File: src/rtl/chacha_pkg.sv
// Shared ChaCha constants, state types, FSM encoding and quarter-round word table.
package chacha_pkg;

    localparam int WORD_W = 32;

    localparam logic [WORD_W-1:0] SIGMA0 = 32'h61707865;
    localparam logic [WORD_W-1:0] SIGMA1 = 32'h3320646e;
    localparam logic [WORD_W-1:0] SIGMA2 = 32'h79622d32;
    localparam logic [WORD_W-1:0] SIGMA3 = 32'h6b206574;

    typedef logic [15:0][WORD_W-1:0] state_t;

    typedef enum logic [1:0] {
        IDLE,
        ROUND,
        FINAL,
        DONE
    } fsm_e;

    // Each entry packs the word indices {a,b,c,d} as nibbles, a in the top nibble.
    localparam logic [15:0] QR_TAB [8] = '{
        16'h048C, 16'h159D, 16'h26AE, 16'h37BF,
        16'h05AF, 16'h16BC, 16'h278D, 16'h349E
    };

    function automatic logic [3:0] qr_word(input logic [2:0] idx, input logic [1:0] pos);
        logic [15:0] entry;
        entry = QR_TAB[idx];
        return entry[{~pos, 2'b00} +: 4];
    endfunction

    function automatic logic [WORD_W-1:0] rotl(input logic [WORD_W-1:0] x, input int unsigned n);
        return (x << n) | (x >> (WORD_W - n));
    endfunction

endpackage

File: src/rtl/chacha_qr.sv
// Combinational ChaCha quarter-round; every step consumes the previous step's result.
module chacha_qr
    import chacha_pkg::*;
(
    input  logic [WORD_W-1:0] a,
    input  logic [WORD_W-1:0] b,
    input  logic [WORD_W-1:0] c,
    input  logic [WORD_W-1:0] d,
    output logic [WORD_W-1:0] a_upd,
    output logic [WORD_W-1:0] b_upd,
    output logic [WORD_W-1:0] c_upd,
    output logic [WORD_W-1:0] d_upd
);

    logic [WORD_W-1:0] a1, b1, c1, d1;
    logic [WORD_W-1:0] a2, b2, c2, d2;

    always_comb begin
        a1 = a + b;
        d1 = rotl(d ^ a1, 16);
        c1 = c + d1;
        b1 = rotl(b ^ c1, 12);
        a2 = a1 + b1;
        d2 = rotl(d1 ^ a2, 8);
        c2 = c1 + d2;
        b2 = rotl(b1 ^ c2, 7);
    end

    assign a_upd = a2;
    assign b_upd = b2;
    assign c_upd = c2;
    assign d_upd = d2;

endmodule

File: src/rtl/chacha_core_ctrl.sv
// Iterative ChaCha block core: one quarter-round per cycle, then a final feed-forward add.
// Optional feature macro: CHACHA_CTR_AUTOINC_EN (internal auto-incrementing block counter).
module chacha_core_ctrl
    import chacha_pkg::*;
#(
    parameter int ROUNDS = 20
) (
    input  logic         clk,
    input  logic         rst,
    input  logic         in_valid,
    output logic         in_ready,
    input  logic [255:0] key,
    input  logic [95:0]  nonce,
    input  logic [31:0]  in_ctr,
`ifdef CHACHA_CTR_AUTOINC_EN
    input  logic         in_ctr_ld,
`endif
    output logic         out_valid,
    input  logic         out_ready,
    output logic [511:0] keystream,
    output logic         busy
);

    localparam logic [4:0] DR_LAST = 5'(ROUNDS / 2 - 1);

    fsm_e        state, state_nxt;
    state_t      work, init, ks, init_load, work_nxt;
    logic [2:0]  qr_idx;
    logic [4:0]  dr_cnt;
    logic        accept, last_qr;
    logic [31:0] ctr_used;
    logic [3:0]  ia, ib, ic, id;
    logic [WORD_W-1:0] qa, qb, qc, qd;

    assign accept  = in_valid && (state == IDLE);
    assign last_qr = (qr_idx == 3'd7) && (dr_cnt == DR_LAST);

`ifdef CHACHA_CTR_AUTOINC_EN
    logic [31:0] ctr_reg;

    assign ctr_used = in_ctr_ld ? in_ctr : ctr_reg;

    always_ff @(posedge clk or posedge rst) begin
        if (rst)
            ctr_reg <= '0;
        else if (accept)
            ctr_reg <= ctr_used + 32'd1;
    end
`else
    assign ctr_used = in_ctr;
`endif

    always_ff @(posedge clk or posedge rst) begin
        if (rst)
            state <= IDLE;
        else
            state <= state_nxt;
    end

    always_comb begin
        state_nxt = state;
        in_ready  = 1'b0;
        out_valid = 1'b0;
        busy      = 1'b0;
        case (state)
            IDLE: begin
                in_ready = 1'b1;
                if (in_valid)
                    state_nxt = ROUND;
            end
            ROUND: begin
                busy = 1'b1;
                if (last_qr)
                    state_nxt = FINAL;
            end
            FINAL: begin
                busy      = 1'b1;
                state_nxt = DONE;
            end
            DONE: begin
                out_valid = 1'b1;
                if (out_ready)
                    state_nxt = IDLE;
            end
            default: state_nxt = IDLE;
        endcase
    end

    always_comb begin
        init_load     = '0;
        init_load[0]  = SIGMA0;
        init_load[1]  = SIGMA1;
        init_load[2]  = SIGMA2;
        init_load[3]  = SIGMA3;
        for (int i = 0; i < 8; i++)
            init_load[4+i] = key[32*i +: 32];
        init_load[12] = ctr_used;
        for (int i = 0; i < 3; i++)
            init_load[13+i] = nonce[32*i +: 32];
    end

    assign ia = qr_word(qr_idx, 2'd0);
    assign ib = qr_word(qr_idx, 2'd1);
    assign ic = qr_word(qr_idx, 2'd2);
    assign id = qr_word(qr_idx, 2'd3);

    chacha_qr u_qr (
        .a     (work[ia]),
        .b     (work[ib]),
        .c     (work[ic]),
        .d     (work[id]),
        .a_upd (qa),
        .b_upd (qb),
        .c_upd (qc),
        .d_upd (qd)
    );

    always_comb begin
        work_nxt     = work;
        work_nxt[ia] = qa;
        work_nxt[ib] = qb;
        work_nxt[ic] = qc;
        work_nxt[id] = qd;
    end

    // Datapath registers follow the FSM; keystream only changes in FINAL so it holds after DONE.
    always_ff @(posedge clk or posedge rst) begin
        if (rst) begin
            work   <= '0;
            init   <= '0;
            ks     <= '0;
            qr_idx <= '0;
            dr_cnt <= '0;
        end else begin
            case (state)
                IDLE: begin
                    if (accept) begin
                        work   <= init_load;
                        init   <= init_load;
                        qr_idx <= '0;
                        dr_cnt <= '0;
                    end
                end
                ROUND: begin
                    work   <= work_nxt;
                    qr_idx <= qr_idx + 3'd1;
                    if (qr_idx == 3'd7)
                        dr_cnt <= dr_cnt + 5'd1;
                end
                FINAL: begin
                    for (int i = 0; i < 16; i++)
                        ks[i] <= work[i] + init[i];
                end
                default: ;
            endcase
        end
    end

    assign keystream = ks;

endmodule

File: config.mk
export PLATFORM = sky130hd
export DESIGN_NAME = chacha_core_ctrl
export DESIGN_NICKNAME = d
export VERILOG_FILES = /design/src/rtl/chacha_pkg.sv /design/src/rtl/chacha_qr.sv /design/src/rtl/chacha_core_ctrl.sv
export SDC_FILE = /design/constraint.sdc
export NUM_CORES = 2
export LEC_CHECK = 0
export ABC_AREA = 0
export BUFFER_PORTS_ARGS = -buffer_cell sky130_fd_sc_hd__buf_2
export CAP_MARGIN = 25
export CORE_MARGIN = 8
export CORE_UTILIZATION = 54
export DETAILED_ROUTE_END_ITERATION = 12
export GPL_TIMING_DRIVEN = 0
export HOLD_SLACK_MARGIN = 0.06
export PLACE_DENSITY = 0.76
export SETUP_SLACK_MARGIN = 0.15
export SYNTH_ARGS = -nofsm -noshare
export SYNTH_HDL_FRONTEND = slang
export SYNTH_SLANG_ARGS = --single-unit
File: constraint.sdc
create_clock -name clk -period 45.7 [get_ports clk]
set_clock_uncertainty 0.05 [all_clocks]
set_input_delay 4.57 -clock clk [delete_from_list [all_inputs] [get_ports clk]]
set_output_delay 4.57 -clock clk [all_outputs]
set_load 0.005 [all_outputs]
==> run summary <==
• 35500 um2 — Sequential cell area
• 9170 — Cells after Synth
• 172000 um2 — die area
• 1.07 ns — largest stage delay on the critical path
• 100% — Async SR Flop Fraction
• 9.35 um2 — average instance area after synthesis
• 0 — count of maximum capacitance violations
• 0.0373 GHz — Highest Clock Rate
• 0 — Hold Violations, Final
• xnor2_1 — slowest stage cell on the critical path
• 11900 — number of violations reported at the end of detailed-routing iteration 0
• 18.86 ns — setup slack on the worst flop-to-flop path
• flop to flop — critical path class
• 52 — antenna violations before repair
• 13100 — fill cell total of the finished layout
• 85800 um2 — combined area of all synthesized cells
• 8.29% — worst-case headroom to the max-slew limit
• 0 — count of final max-slew check failures
• 26.84 ns — time the worst path needs with I/O delays and setup
• 58.7% — post-route clock period utilization
• 79 — number of cell instances on the worst register-to-register path
• 136 — largest net degree at the start of global routing
• qr_idx[0]$_DFFE_PP0P_ — r2r startpoint
• 79300 — via count of the first global-routing pass
• 12300 — Placed Cells incl. Taps
• dfrtp_1 — Synth Flop Type
• 1419 — flip-flop and latch count after synthesis
• 415 um — DIE HEIGHT
• 340000 um — half-perimeter wire length after placement
• 47500 um2 — area used by multi-input combinational logic
• 0 — count of hold-fix buffers inserted at cts
• 33.3 um — detailed-route wire length per cell
• 420000 um — total detailed-routing wirelength
• 41.4% — area fraction of the dominant cell type after synthesis
• 101000 um2 — summed area of non-filler cells in the final layout
• 3 — maximum root-to-sink buffer count
• 108 — Synth cell types
• 10100 — Net Count, Synth
• 10 — worst-path fanout max
• 0 — final setup violation count
• 902 — count of port buffers added during placement
• o21ai_0 — CP most frequent cell
• 46.31 ns — critical path required time
• 12600 — Non-Filler Instances
• 7 — 1st-pass router iterations
• 1419 — count of clock tree sinks
• 27.45 ns — arrival time worst endpoint
• 67.4% — met2 Resource Use GR
• 0 ns — sum of negative setup slack
• 158000 um2 — core region area
• 0 — number of enable flip-flop cells after synthesis
• clkbuf_16 — root buffer cell
• 160 — Num CTS Buffers
• flop — type of element capturing the critical path
• 903 — Boundary Pins
• flop to flop — worst min path class
• 0 — post-cts resize count
• 0 — setup repair bufs after CTS
• work[165]$_DFFE_PP0P_ — reg-to-reg endpoint
• work[165]$_DFFE_PP0P_ — last element of the critical path
• 0 — grt total ovfl
• 6.59 — per-cell via count in the routed design
• 17.6% — growth of design area from synthesis to finish
• 46.9% — total global-route track usage
• 1.08 — gp weighted congestion
• 0 — DRC viols
• 41.4% — share of synthesized area occupied by flip-flops and latches
• dfrtp_1 — largest area contributor in the synthesized netlist
• 11300 — Layout Nets
• finished clean — outcome
• 4 — H-tree level count
• 15.1% — global-route met3 utilization
• 415 um — horizontal extent of the die
• qr_idx[0]$_DFFE_PP0P_ — launch point of the worst path
• 18.1% — layout cell share with drive strength beyond 1
• met2 — GR peak layer
• 0.85 ns — clock latency at the later pin of the worst-skew pair
• dfrtp_1 (41%), ha_1 (8.1%), nand2_1 (6.9%) — cell types occupying the most area after synthesis
• 54.3% — effective utilization at floorplan
• 0.07 ns — Worst-path clk slew
• 585000 um — global-route wire length before repair
• 0 — number of nets still failing antenna checks after routing
• 58.5% — met1 usage in global routing
• flop — kind of launch point of the worst setup path
• 146 — Core Rows
• 83100 — vias after detailed routing
• false — RSZ-0062 raised after global routing
• 0 — number of warnings reported in the yosys synthesis log
• 95000 um2 — Post-DP Area
• done — CTS tree
• 1.38 ns — worst-margin pin slew
## cells in the final DEF (no fill, tap or decap), types with 79 or more instances in the layout
| cell type | netlist | final |
|---|---|---|
| clkbuf_16 | 0 | 161 |
| nand2_1 | 1571 | 1571 |
| nor2b_1 | 79 | 79 |
| mux2_2 | 324 | 324 |
| clkbuf_1 | 370 | 374 |
| a21o_1 | 147 | 147 |
| xor2_1 | 212 | 207 |
| o21ai_0 | 571 | 571 |
| buf_2 | 7 | 911 |
| mux4_2 | 116 | 116 |
| inv_1 | 354 | 353 |
| ha_1 | 556 | 556 |
| nor2_1 | 621 | 621 |
| a21oi_1 | 651 | 650 |
| nand3_1 | 264 | 264 |
| nor3_1 | 140 | 140 |
| a31oi_1 | 106 | 106 |
| dfrtp_1 | 1419 | 1418 |
| xnor2_1 | 406 | 390 |
## stage by stage
| stage | setup WS (ns) | utilization, % | hold WS, ns |
|---|---|---|---|
| floorplan | 1.06 | - | 0.402 |
| global placement | -14.37 | 58.8 | 0.407 |
| detailed placement | 20.20 | 60.1 | 0.414 |
| CTS | 20.03 | 63.7 | 0.426 |
| global route | 18.54 | 63.8 | 0.440 |
| finish | 18.86 | 63.8 | 0.424 |
## logic make-up (layout without fill, tap and decap cells)
logic type,Yosys count,after routing,synth area share (%)
AO/OA/AOI/OAI,2301,2301,17.2
adder cells (fa/ha/maj),577,577,8.55
other,0,36,0
XOR/XNOR,634,634,6.72
AND/OR/NAND/NOR,2996,2996,15.0
multiplexers,471,471,7.69
flip-flops,1419,1419,41.4
buffers and inverters,772,2105,3.45
## per-layer routing
metal  up-vias  share of wire, %
li1      34900                 -
met1     40700                36
met3      1467                13
met5         -             0.047
met4        28               9.9
met2      5951                41
## worst min-delay path by stage
stage | cells after the start | to | slack, ns | from
4_1_cts | 1 | keystream[209]$_DFFE_PP0P_ | 0.43 | keystream[209]$_DFFE_PP0P_
5_1_grt | 1 | keystream[230]$_DFFE_PP0P_ | 0.44 | keystream[230]$_DFFE_PP0P_
3_5_place_dp | 1 | keystream[209]$_DFFE_PP0P_ | 0.41 | keystream[209]$_DFFE_PP0P_
6_report | 1 | keystream[209]$_DFFE_PP0P_ | 0.42 | keystream[209]$_DFFE_PP0P_
2_1_floorplan | 2 | init[128]$_DFFE_PP0P_ | 0.40 | init[128]$_DFFE_PP0P_
3_3_place_gp | 1 | keystream[164]$_DFFE_PP0P_ | 0.41 | keystream[164]$_DFFE_PP0P_
## cells in the mapped netlist, drive strengths merged, types with 72 or more instances
master	count
mux2	324
clkbuf	370
inv	354
xor2	213
mux4	117
nand2	1571
nor2b	79
a31oi	108
ha	556
o21ai	585
a21o	147
nor3	141
dfrtp	1419
a22o	78
nand3	264
xnor2	407
o21a	72
a21oi	652
nor2	621
o22a	77
and3	77
## worst max-delay path, delay by kind of cell, from the launching register on
kind | cells | cell delay (ns)
AOI/OAI and AO/OA | 36 | 9.51
xor gates and xnor gates | 7 | 4.78
adders and majority gates | 8 | 2.96
buffers and inverters | 14 | 4.56
DFF | 1 | 0.57
muxes | 2 | 1.07
and+or+nand+nor | 12 | 3.07
## cell type report
type / count / area share, %
multi-input combinational: 6979 / 47.1
sequential: 1419 / 35.2
timing repair buffer: 1040 / 6.51
clock buffer: 218 / 4.50
tap: 2072 / 2.57
buffer: 418 / 1.65
inverter: 354 / 1.33
clock inverter: 75 / 1.06
antenna: 36 / 0.0893
## flip-flops by register name, indices dropped and copies added, names as in the netlist
signal and flops:
dr_cnt 5, init 385, qr_idx 3, work 512
state 2, keystream 512
Power is not shown: default switching activity piles up to over one toggle a cycle in this logic, so the estimate is an artifact.
